$ cat src/rtl/key_io_pkg.sv
// Shared constants for the key I/O peripheral: register map and default sizing.
package key_io_pkg;

  // Register select values seen on reg_addr
  localparam logic REG_LEVEL = 1'b0;
  localparam logic REG_EVENT = 1'b1;

  // Default sizing
  localparam int NKEYS_DEFAULT           = 4;
  localparam int DEBOUNCE_CYCLES_DEFAULT = 3;

endpackage : key_io_pkg

$ cat src/rtl/key_debounce.sv
// One key: two-flop synchroniser on the inverted pin, then a counter-based
// debouncer. stable_o is the accepted level (1 = pressed). rise_o pulses for
// one cycle, combinationally from registered state only, in the cycle whose
// closing edge moves stable from 0 to 1.
module key_debounce
  import key_io_pkg::*;
#(
  parameter int DEBOUNCE_CYCLES = DEBOUNCE_CYCLES_DEFAULT
) (
  input  logic clk_i,
  input  logic reset_i,
  input  logic key_n_i,
  output logic stable_o,
  output logic rise_o
);

  localparam int CW = $clog2(DEBOUNCE_CYCLES) + 1;
  localparam logic [CW-1:0] CNT_LAST = CW'(DEBOUNCE_CYCLES - 1);

  logic          sync1_q, sync2_q;
  logic          stable_q, stable_d;
  logic [CW-1:0] cnt_q, cnt_d;

  // Two-flop synchroniser; the pin is inverted so that pressed reads as 1
  always_ff @(posedge clk_i) begin
    if (reset_i) begin
      sync1_q <= 1'b0;
      sync2_q <= 1'b0;
    end else begin
      sync1_q <= ~key_n_i;
      sync2_q <= sync1_q;
    end
  end

  // Count consecutive cycles the synchronised value disagrees with stable;
  // any agreement restarts the count, so short glitches never get accepted
  always_comb begin
    stable_d = stable_q;
    cnt_d    = cnt_q;
    if (sync2_q == stable_q) begin
      cnt_d = '0;
    end else if (cnt_q == CNT_LAST) begin
      stable_d = sync2_q;
      cnt_d    = '0;
    end else begin
      cnt_d = cnt_q + 1'b1;
    end
  end

  // Debounce state register; reset discards any partial count
  always_ff @(posedge clk_i) begin
    if (reset_i) begin
      stable_q <= 1'b0;
      cnt_q    <= '0;
    end else begin
      stable_q <= stable_d;
      cnt_q    <= cnt_d;
    end
  end

  assign stable_o = stable_q;
  assign rise_o   = stable_d & ~stable_q;

endmodule : key_debounce

$ cat src/rtl/key_io.sv
// Memory-mapped push-button peripheral. Each key is synchronised and
// debounced; the CPU sees a read-only LEVEL register (debounced state) and a
// sticky EVENT register (press captures, write-1-to-clear). A press detected
// in the same cycle as a clear of that bit wins, so no press is ever lost.
// Bus: sel qualifies both reads and writes; reads are combinational and have
// no side effects, writes take effect on the next rising clk edge.
module key_io
  import key_io_pkg::*;
#(
  parameter int NKEYS           = NKEYS_DEFAULT,
  parameter int DEBOUNCE_CYCLES = DEBOUNCE_CYCLES_DEFAULT
) (
  input  logic             clk,
  input  logic             reset,
  input  logic [NKEYS-1:0] key_n,
  input  logic             sel,
  input  logic             we,
  input  logic             reg_addr,
  input  logic [31:0]      wdata,
  output logic [31:0]      rdata,
  output logic             event_pending
);

  logic [NKEYS-1:0] stable;
  logic [NKEYS-1:0] set_now;
  logic [NKEYS-1:0] event_q, event_d;
  logic             event_wr;
  logic             unused_wdata;

  for (genvar i = 0; i < NKEYS; i++) begin : g_key
    key_debounce #(
      .DEBOUNCE_CYCLES(DEBOUNCE_CYCLES)
    ) u_debounce (
      .clk_i   (clk),
      .reset_i (reset),
      .key_n_i (key_n[i]),
      .stable_o(stable[i]),
      .rise_o  (set_now[i])
    );
  end

  assign event_wr = sel & we & (reg_addr == REG_EVENT);

  // Bits of wdata above NKEYS have no register behind them
  assign unused_wdata = ^wdata;

  // Next EVENT: clear the written ones, then OR in this cycle's presses
  always_comb begin
    event_d = event_q | set_now;
    if (event_wr) begin
      event_d = (event_q & ~wdata[NKEYS-1:0]) | set_now;
    end
  end

  // EVENT register
  always_ff @(posedge clk) begin
    if (reset) begin
      event_q <= '0;
    end else begin
      event_q <= event_d;
    end
  end

  // Read mux; deselected reads return zero, upper bits always zero
  always_comb begin
    rdata = '0;
    if (sel) begin
      if (reg_addr == REG_LEVEL) begin
        rdata[NKEYS-1:0] = stable;
      end else begin
        rdata[NKEYS-1:0] = event_q;
      end
    end
  end

  assign event_pending = |event_q;

endmodule : key_io

$ cat config.mk
export PLATFORM = sky130hd
export DESIGN_NAME = key_io
export DESIGN_NICKNAME = d
export VERILOG_FILES = /design/src/rtl/key_io_pkg.sv /design/src/rtl/key_debounce.sv /design/src/rtl/key_io.sv
export SDC_FILE = /design/constraint.sdc
export NUM_CORES = 1
export LEC_CHECK = 0
export ABC_AREA = 0
export CAP_MARGIN = 20
export CORE_ASPECT_RATIO = 1.25
export CORE_MARGIN = 3
export CORE_UTILIZATION = 38
export DETAILED_ROUTE_END_ITERATION = 8
export PLACE_DENSITY = 0.79
export SYNTH_ARGS = -nofsm -noshare
export SYNTH_HDL_FRONTEND = slang
export SYNTH_SLANG_ARGS = --single-unit
$ cat constraint.sdc
create_clock -name clk -period 1.8 [get_ports clk]
set_clock_uncertainty 0.2 [all_clocks]
set_input_delay 0.36 -clock clk [delete_from_list [all_inputs] [get_ports clk]]
set_output_delay 0.36 -clock clk [all_outputs]
set_load 0.005 [all_outputs]
; ---- Word-level counts from Yosys, hierarchy flattened
; Index checks and enable logic that the tools add are counted.
[word_totals]
reg_bits = 28
input_bits = 41
out_inout_bits = 33
word_cells = 63
[op_classes]
bitwise_logic = 18
addsub = 4
n_eq_ne = 8
muxes = 11
n_reduce_logical = 5
[op_table]
columns = cell, n
row1 = "adder 3 x 1 -> 3 bit, second input constant", 4
row2 = "== test 3 x 2 -> 1 bit, second input constant", 4
row3 = 2-to-1 mux 4 bit, 3
row4 = OR reduction 3 bit, 4
row5 = 2-to-1 mux 1 bit, 8
row6 = inverter 1 bit, 8
row7 = bitwise OR 4 bit, 2
row8 = bitwise AND 1 bit, 6
row9 = bitwise AND 4 bit, 1
row10 = == test 1 bit, 4
row11 = inverter 4 bit, 1
row12 = OR reduction 4 bit, 1

; ---- Depth between registers and ports, before layout
; Gate-level depths: netlist of run 1.
[logic_depth]
ltp_word = 6
ltp_mapped = 5

; ---- Hierarchy
; From an unflattened synthesis of run 1, not the netlist that was laid out.
[unflattened]
hier_cells = 148
hier_area_um2 = 1390.1
[by_module_without_submodules]
columns = mod, seq_area_each_um2, cells_each, area_each_um2, instances
row1 = key_debounce, 120.1, 23, 234.0, 4
row2 = key_io, 80.1, 56, 454.2, 1

; ---- Least setup slack after synthesis of run 1
; OpenSTA, ideal clock, no wires.
[synth_path]
path_kind = register -> output
startpoint = register event_q[0]
endpoint = output event_pending
path_stages_with_launch = 2
slack_ps = 420
required_time_ps = 1240
arrival_time_ps = 820
cell_sequence = dfxtp_1 -> or4_1
[synth_between]
elab_chain_cells = 1
[synth_lines]
columns = element, line
row1 = start: declaration, key_io.sv:26  ; logic [NKEYS-1:0] event_q, event_d;
row2 = start signal: assignment, key_io.sv:60  ; event_q <= event_d;
row3 = OR reduction 4 bit, key_io.sv:76  ; assign event_pending = |event_q;
row4 = end: declaration, key_io.sv:21  ; output logic event_pending
; Every way passes these cells.

; ---- Final worst setup path of run 1
[layout_path]
startpoint = register event_q[1]
endpoint = output event_pending
; The elaborated chain is that of the path after synthesis.

==> out/results.ini, run 1 <==
[worst_setup_path]
cp.buffers_inverters = 1
crit_chain = or4_1, buf_2
crit_fanout = 2
crit_required_ns = 1.24
r2r_setup_slack_ns = 0.33
cp-end-kind = primary output
slowest_stage = or4_1
r2r_start = g_key[1].u_debounce.cnt_q[0]$_SDFF_PP0_
cp_top_family = simple AND/OR/NAND/NOR gates
slowest_delay_ns = 0.50
timing.rr.end = g_key[1].u_debounce.cnt_q[0]$_SDFF_PP0_
arrival_ns = 1.23
path_class = reg2out
crit_path_start_kind = flip-flop
ff2ff_path_depth = 5

[finish]
drive_gt1_share_pct = 10.40
layout.nets = 223
diodes = 0
num-fill-cells = 327
layout.cells.non_filler = 210
area_delta_synth_final_pct = 14.14
final_cell_mix = conb_1, dfxtp_1, nor2_1
layout_commonest_cell = conb_1

[grt]
grt_pass1_vias = 779
globalRouteTotalUtil_pct = 9.508
grt_pass1_wl_um = 3105
grt_start_max_net_pins = 16
antenna_found_initial = 0
overflow = 0

[yosys]
ys_types = 20
ys_seq_area_share_pct = 41.14
syn_avg_cell_area_um2 = 9.269
synth-warning-count = 0
synthCells = 147
syn-cell-area_um2 = 1363
ys_ff_latch = 28

[placement]
port_buffers = 17
dpl.hpwl_um = 1512
dp.cells = 204
pre_cts_slack_ns = -0.4700
gp_congestion = 0.7016

[power]
leakage_nw = 0.7183
p_per_area_nw_per_um2 = 702.9
p_total_mw = 1.093
vdd_drop_max_mv = 0.3393

[sta]
rsz0062_at_grt = true
slew_viol_final = 0
hold_ws_ns = 0.2418
finalHoldViolations = 0
setup_tns_ns = 0
setup_viol_count_final = 0
min_period_over_period_pct = 99.22
timing.final.ws_setup_ns = 0.01398
clock.fmax_mhz = 559.9
fin_crit_ns = 1.786

[cts]
clock-sinks = 28
clk_pin_slew_ns = 0.09
root_buffer = clkbuf_8
htree_levels = 1
cts_tree = built
cts_made_buffers = 3
clk-insertion-delay-late_ns = 0.27
cts_buffer_depth = 2

[worst_hold_path]
holdPathEnd = g_key[1].u_debounce.sync2_q$_SDFF_PP0_
whs_path_depth = 1
worstHoldPathType = reg2reg
hp-start = g_key[1].u_debounce.sync1_q$_SDFF_PP0_

[routing]
drc_errors = 0
via_per_inst = 4.348
postRouteAntennaNets = 0
wl_per_cell_um = 9.248
vias = 913
drtPass1Iterations = 4
drt_iter0_markers = 17
totalWireLength_um = 1942

[floorplan]
rows = 23
io_pins = 74
die_area_um2 = 4345
die_h_um = 72.95
core_um2 = 3309
die_w_um = 59.56
initial_core_util_pct = 41.17

[run_status]
status = finished, final reports clean

[job]
max_cap_viol_count = 0

-- per-layer routing --
metal,vias up,wire (µm),track usage [%]
met3,5,209,2.301
met4,0,58,7.389
met5,-,0,0
li1,477,-,-
met2,40,796,13.97
met1,391,877,11.68
-- worst max path at each step --
stage / start / end / slack (ns) / cells after the start
floorplan: event_q[0]$_SDFF_PP0_ / event_pending / 0.42 / 1
global route: event_q[1]$_SDFF_PP0_ / event_pending / -0.04 / 2
CTS: event_q[1]$_SDFF_PP0_ / event_pending / 0.005 / 2
global placement: reg_addr / rdata[2] / -0.42 / 5
detailed placement: reg_addr / rdata[1] / -0.47 / 5
finish: event_q[1]$_SDFF_PP0_ / event_pending / 0.01 / 2
-- synth_stat cells, drive strengths merged --
library cell / n / share of area [%]
nor2: 20 / 5.5
a211o: 1 / 0.64
nand2: 4 / 1.1
xnor2: 2 / 1.3
nand3: 4 / 1.5
nand2b: 2 / 0.92
a32o: 2 / 1.5
nor2b: 10 / 4.6
inv: 6 / 1.7
mux2i: 12 / 8.8
dfxtp: 28 / 41
or3b: 1 / 0.64
nor3: 8 / 2.9
or4: 1 / 0.55
conb: 1 / 0.28
ha: 8 / 7.3
nand4: 4 / 1.8
buf: 31 / 17
xor2: 2 / 1.3
-- layout make-up --
cell class / count / area [µm²] / share of cell area, %
clock buffer: 4 / 55.05 / 3.540
inverter: 6 / 22.52 / 1.448
multi-input combinational: 109 / 655.6 / 42.16
sequential: 28 / 561.8 / 36.12
tap: 37 / 46.29 / 2.977
timing repair buffer: 26 / 214.0 / 13.76
-- stage by stage --
step	area (µm²)	util, %
detailed placement	1508	45.56
floorplan	1464	-
finish	1555	46.99
global placement	1508	45.56
global route	1555	46.99
CTS	1570	47.45
-- where the power goes --
| part | switching [mW] | internal [mW] | total, mW |
|---|---|---|---|
| clock network | 0.178 | 0.196 | 0.374 |
| logic | 0.0416 | 0.0414 | 0.0830 |
| registers | 0.00606 | 0.630 | 0.636 |
| total | 0.226 | 0.867 | 1.09 |
-- cell families (layout without fill, tap and decap cells) --
kind of cell,after synthesis,count (layout),share of synthesized area (%)
muxes,12,12,8.816
other,1,28,0.2752
and+or+nand+nor,54,54,19.56
AOI/OAI and AO/OA,3,3,2.112
xor gates and xnor gates,4,4,2.572
DFF,28,28,41.14
adders and majority gates,8,8,7.346
buffers and inverters,37,36,18.18
-- state kept, by name, summed over array words and instances, names as in the netlist --
register and count:
event_q 4, g_key.u_debounce.cnt_q 12, g_key.u_debounce.stable_o 4, g_key.u_debounce.sync1_q 4, g_key.u_debounce.sync2_q 4
-- timing repair --
action,CTS,global route
setup endpoints to repair,5,4
pin swaps,1,0
hold endpoints to repair,0,0
buffers inserted,3,0
hold buffers,0,0
resized for setup,18,2
Note: power is estimated with default switching activity, not from simulation.
==> inputs of run 2 (changes only) <==
--- a/config.mk
+++ b/config.mk
@@ -7,11 +7,12 @@
 export LEC_CHECK = 0
 export ABC_AREA = 0
 export CAP_MARGIN = 20
+export CELL_PAD_IN_SITES_DETAIL_PLACEMENT = 2
+export CELL_PAD_IN_SITES_GLOBAL_PLACEMENT = 2
 export CORE_ASPECT_RATIO = 1.25
-export CORE_MARGIN = 3
-export CORE_UTILIZATION = 38
+export CORE_UTILIZATION = 21
 export DETAILED_ROUTE_END_ITERATION = 8
-export PLACE_DENSITY = 0.79
+export PLACE_DENSITY_LB_ADDON = 0.1
 export SYNTH_ARGS = -nofsm -noshare
 export SYNTH_HDL_FRONTEND = slang
 export SYNTH_SLANG_ARGS = --single-unit
==> out/results.ini, run 2 (synthesis results as in run 1) <==
[run_status]
violations = setup timing
status = finished with violations

[power]
p_per_area_nw_per_um2 = 660.5  ; -6.0%
vdd_drop_max_mv = 0.2059  ; -39%
leakage_nw = 0.7112  ; -0.98%

[routing]
totalWireLength_um = 2739  ; +41%
via_per_inst = 3.781  ; -13%
wl_per_cell_um = 10.70  ; +16%
postRouteAntennaNets = 0  ; unchanged
vias = 968  ; +6.0%
drtPass1Iterations = 4  ; unchanged
drc_errors = 0  ; unchanged
drt_iter0_markers = 10  ; -7

[finish]
diodes = 0  ; unchanged
post-route-cell-area_um2 = 1618  ; +4.0%
layout_commonest_cell = conb_1
largest_register_ffs = 12  ; unchanged
drive_gt1_share_pct = 10.53  ; +0.12 points
layout.nets = 222  ; -0.45%
num-fill-cells = 725  ; +120%
area_delta_synth_final_pct = 18.73
final_cell_mix = conb_1, dfxtp_1, nor2_1
top_register = g_key.u_debounce.cnt_q

[worst_hold_path]
worstHoldPathType = reg2reg

[sta]
setup_viol_count_final = 1  ; +1
rsz0062_at_grt = true
finalHoldViolations = 0  ; unchanged
fin_crit_ns = 1.822  ; +0.03565 ns
min_period_over_period_pct = 101.2  ; +2.0 points
slew_viol_final = 0  ; unchanged
timing.final.ws_setup_ns = -0.02167  ; -0.03565 ns
hold_ws_ns = 0.2493  ; +0.007523 ns
clock.fmax_mhz = 548.9  ; -2.0%

[grt]
grt_start_max_net_pins = 15  ; -1
globalRouteTotalUtil_pct = 8.959  ; -0.55 points
overflow = 0  ; unchanged
antenna_found_initial = 0  ; unchanged
grt_pass1_wl_um = 4671  ; +50%
grt_pass1_vias = 1015  ; +30%

[floorplan]
die_h_um = 92.06  ; +26%
die_w_um = 74.05  ; +24%
rows = 32  ; +39%
core_um2 = 6206  ; +88%
die_area_um2 = 6817  ; +57%
initial_core_util_pct = 21.96  ; -19 points
io_pins = 74  ; unchanged

[worst_setup_path]
crit_path_start_kind = flip-flop
r2r_setup_slack_ns = 0.31  ; -0.02 ns
crit_required_ns = 1.24  ; about the same
crit_fanout = 2  ; unchanged
cp-end-kind = primary output
path_class = reg2out
arrival_ns = 1.26  ; +0.03 ns

[job]
max_cap_viol_count = 0  ; unchanged

[placement]
dpl-instance-area_um2 = 1588  ; +5.3%
gp_congestion = 0.7072  ; +0.80%
port_buffers = 17  ; unchanged
dpl.hpwl_um = 2214  ; +46%

[cts]
htree_levels = 1  ; unchanged
cts_made_buffers = 3  ; unchanged
cts_buffer_depth = 2  ; unchanged
root_buffer = clkbuf_8
cts_setup_buffers = 0  ; -3
cts_hold_buf = 0  ; unchanged
clk-insertion-delay-late_ns = 0.28  ; about the same
clock-sinks = 28  ; unchanged
clk_pin_slew_ns = 0.09  ; about the same
cts_tree = built

run 2: final cells by class:
type                            instances  area (µm²)  area share (%)
Timing Repair Buffer                   25       225.2           13.92
Sequential cell                        28       563.0           34.80
Multi-Input combinational cell        109       659.4           40.76
Tap cell                               85       106.4           6.574
Clock buffer                            3       41.29           2.552
Inverter                                6       22.52           1.392
run 2: worst max-delay path, cell delays in order, from the launching register on:
cell and delay [ns]:
dfxtp_2 0.33, or4_4 0.53, buf_6 0.13
run 2: power by group:
part           switching [mW]  internal, mW  leakage [nW]  total (mW)
clock network           0.194         0.151        0.0216       0.345
registers             0.00639         0.630         0.229       0.637
logic                  0.0454        0.0420         0.461      0.0874
total                   0.246         0.823         0.711        1.07
run 2: metal layers:
layer  GRT usage [%]  vias up  part of all wire, %
met2           15.61       24                   53
met3           1.648        5                  4.3
li1                -      472                    -
met4           4.808        0                  2.2
met1           9.973      467                   41
met5               0        -                    0
run 2: timing repair:
| action | in CTS | in global routing |
|---|---|---|
| pin swaps | 0 | 1 |
| endpoints found under the setup margin | 5 | 3 |
| gates resized for setup | 17 | 5 |
run 2: path summary, 6_finish.rpt:
check                                          startpoint                                 endpoint  depth (start not counted)
setup / recovery                    event_q[2]$_SDFF_PP0_                            event_pending                          2
hold / removal     g_key[0].u_debounce.sync1_q$_SDFF_PP0_   g_key[0].u_debounce.sync2_q$_SDFF_PP0_                          1
setup reg to reg  g_key[1].u_debounce.cnt_q[0]$_SDFF_PP0_  g_key[1].u_debounce.cnt_q[0]$_SDFF_PP0_                          5
hold reg to reg    g_key[0].u_debounce.sync1_q$_SDFF_PP0_   g_key[0].u_debounce.sync2_q$_SDFF_PP0_                          1
run 2: per-stage QoR:
stage / util [%] / instances / worst slack [ns] / TNS, ns / power [mW]
after global routing: 26.07 / 256 / -0.06614 / -0.06614 / 1.127
after detailed placement: 25.58 / 253 / -0.5596 / -2.091 / 0.7407
final: 26.07 / 256 / -0.02167 / -0.02167 / 1.069
after CTS: 25.95 / 256 / -0.03298 / -0.03298 / 1.098
after floorplan: - / 174 / 0.4198 / 0 / 0.7356
after global placement: 25.58 / 253 / -0.5245 / -1.987 / 0.7381
==> inputs of run 3 (changes only) <==
--- a/config.mk
+++ b/config.mk
@@ -10,6 +10,7 @@
 export CELL_PAD_IN_SITES_DETAIL_PLACEMENT = 2
 export CELL_PAD_IN_SITES_GLOBAL_PLACEMENT = 2
 export CORE_ASPECT_RATIO = 1.25
+export CORE_MARGIN = 10
 export CORE_UTILIZATION = 21
 export DETAILED_ROUTE_END_ITERATION = 8
 export PLACE_DENSITY_LB_ADDON = 0.1
==> out/results.ini, run 3 (synthesis results as in run 1) <==
[routing]
drtPass1Iterations = 2  ; -2
totalWireLength_um = 3391  ; +24%
wl_per_cell_um = 13.04  ; +22%
vias = 973  ; +0.52%
postRouteAntennaNets = 0  ; unchanged
via_per_inst = 3.742  ; -1.0%
drt_iter0_markers = 15  ; +5
drc_errors = 0  ; unchanged

[floorplan]
initial_core_util_pct = 21.81  ; -0.14 points
core_um2 = 6246  ; +0.65%
die_w_um = 92.05  ; +24%
die_area_um2 = 10130  ; +49%
die_h_um = 110.1  ; +20%
rows = 32  ; unchanged
io_pins = 74  ; unchanged

[finish]
multiInputGateArea_um2 = 659.4  ; unchanged
regArea_um2 = 564.3  ; +0.22%
layout.nets = 225  ; +1.4%
final_cell_mix = conb_1, dfxtp_1, nor2_1
drive_gt1_share_pct = 13.71  ; +3.2 points
fin_util_pct = 26.82  ; +0.75 points
largest_register_ffs = 12  ; unchanged
num-fill-cells = 754  ; +4.0%
area_delta_synth_final_pct = 22.96
diodes = 0  ; unchanged
top_register = g_key.u_debounce.cnt_q
layout.cells.non_filler = 260  ; +1.6%
layout_commonest_cell = conb_1
post-route-cell-area_um2 = 1675  ; +3.6%

[grt]
grt_pass1_wl_um = 5526  ; +18%
globalRouteTotalUtil_pct = 6.840  ; -2.1 points
overflow = 0  ; unchanged
antenna_found_initial = 0  ; unchanged
grt_start_max_net_pins = 17  ; +2
grt_pass1_vias = 1122  ; +11%

[worst_setup_path]
slowest_delay_ns = 0.53  ; about the same
r2r_setup_slack_ns = 0.29  ; -0.02 ns
cp-end-kind = primary output
crit_required_ns = 1.24  ; about the same
cp.buffers_inverters = 1  ; unchanged
crit_start = event_q[1]$_SDFF_PP0_
slowest_stage = or4_4
crit_chain = or4_4, buf_6
crit_fanout = 2  ; unchanged
crit_end = event_pending
arrival_ns = 1.28  ; +0.02 ns
cp_top_family = simple AND/OR/NAND/NOR gates
crit_path_start_kind = flip-flop
ff2ff_path_depth = 5  ; unchanged
timing.rr.end = g_key[1].u_debounce.cnt_q[0]$_SDFF_PP0_
r2r_start = g_key[1].u_debounce.cnt_q[0]$_SDFF_PP0_
path_class = reg2out
crit_cells = 2  ; unchanged

[power]
leakage_nw = 0.7352  ; +3.4%
p_per_area_nw_per_um2 = 739.7  ; +12%
vdd_drop_max_mv = 0.3021  ; +47%
p_total_mw = 1.239  ; +16%

[sta]
timing.final.ws_setup_ns = -0.03982  ; -0.01815 ns
finalHoldViolations = 0  ; unchanged
fin_crit_ns = 1.840  ; +0.01815 ns
min_period_over_period_pct = 102.2  ; +1.0 points
clock.fmax_mhz = 543.5  ; -0.99%
slew_viol_final = 0  ; unchanged
setup_tns_ns = -0.03982  ; -0.01815 ns
setup_viol_count_final = 1  ; unchanged
rsz0062_at_grt = true

[cts]
cts_setup_buffers = 0  ; unchanged
cts_made_buffers = 3  ; unchanged
htree_levels = 1  ; unchanged
cts_tree = built
clock-sinks = 28  ; unchanged
cts_hold_buf = 0  ; unchanged
clk-insertion-delay-late_ns = 0.28  ; about the same
clk_pin_slew_ns = 0.10  ; about the same
root_buffer = clkbuf_8
cts_buffer_depth = 2  ; unchanged

[worst_hold_path]
worstHoldPathType = reg2reg
whs_path_depth = 1  ; unchanged

[placement]
dpl-instance-area_um2 = 1610  ; +1.4%
dpl.hpwl_um = 2853  ; +29%
port_buffers = 17  ; unchanged
gp_congestion = 0.7220  ; +2.1%
dp.cells = 256  ; +1.2%

[run_status]
status = finished with violations
violations = setup timing

[job]
max_cap_viol_count = 0  ; unchanged

-- run 3: cell type report --
cell class              count  area share (%)
multi-input cells         109           39.36
flip-flops and latches     28           33.68
repair buffers             28           15.01
well taps                  85           6.348
clock buffers               3           2.465
clock inverters             1           1.792
inverters                   6           1.344
-- run 3: how the worst min path moves through the flow --
| stage | from | endpoint | slack [ns] |
|---|---|---|---|
| 5_1_grt | g_key[2].u_debounce.cnt_q[0]$_SDFF_PP0_ | g_key[2].u_debounce.cnt_q[0]$_SDFF_PP0_ | 0.27 |
| 2_1_floorplan | g_key[0].u_debounce.sync1_q$_SDFF_PP0_ | g_key[0].u_debounce.sync2_q$_SDFF_PP0_ | 0.21 |
| 3_3_place_gp | g_key[0].u_debounce.sync1_q$_SDFF_PP0_ | g_key[0].u_debounce.sync2_q$_SDFF_PP0_ | 0.22 |
| 4_1_cts | g_key[2].u_debounce.cnt_q[0]$_SDFF_PP0_ | g_key[2].u_debounce.cnt_q[0]$_SDFF_PP0_ | 0.25 |
| 6_report | g_key[2].u_debounce.cnt_q[0]$_SDFF_PP0_ | g_key[2].u_debounce.cnt_q[0]$_SDFF_PP0_ | 0.25 |
| 3_5_place_dp | g_key[2].u_debounce.sync1_q$_SDFF_PP0_ | g_key[2].u_debounce.sync2_q$_SDFF_PP0_ | 0.23 |
-- run 3: per-stage QoR --
step | hold WS (ns) | setup slack [ns]
after floorplan | 0.2138 | 0.4198
after global routing | 0.2678 | -0.08929
final | 0.2458 | -0.03982
after global placement | 0.2230 | -0.5269
after CTS | 0.2519 | -0.05465
after detailed placement | 0.2284 | -0.5571
-- run 3: metal layers --
metal | vias to the layer above | wire length [µm] | part of all wire (%) | track usage (%)
li1 | 481 | - | - | -
met1 | 459 | 1321 | 39 | 6.740
met2 | 28 | 1807 | 53 | 12.83
met3 | 5 | 198 | 5.8 | 2.097
met4 | 0 | 63 | 1.9 | 3.311
met5 | - | 0 | 0 | 0
-- run 3: worst reg2reg max path: stages (launching register included) --
cell and delay, ns:
dfxtp_1 0.36, inv_1 0.06, ha_1 0.21, nand2b_1 0.14
or3b_1 0.39, nor2_1 0.09
-- run 3: repair_timing --
action                     CTS  global route
resized for setup           22             5
pin swaps                    1             0
setup endpoints to repair    5             3
-- run 3: power by group --
group | leakage (nW) | switching, mW | internal [mW]
logic | 0.470 | 0.0491 | 0.0456
registers | 0.229 | 0.00662 | 0.630
clock network | 0.0357 | 0.209 | 0.298
total | 0.735 | 0.265 | 0.974
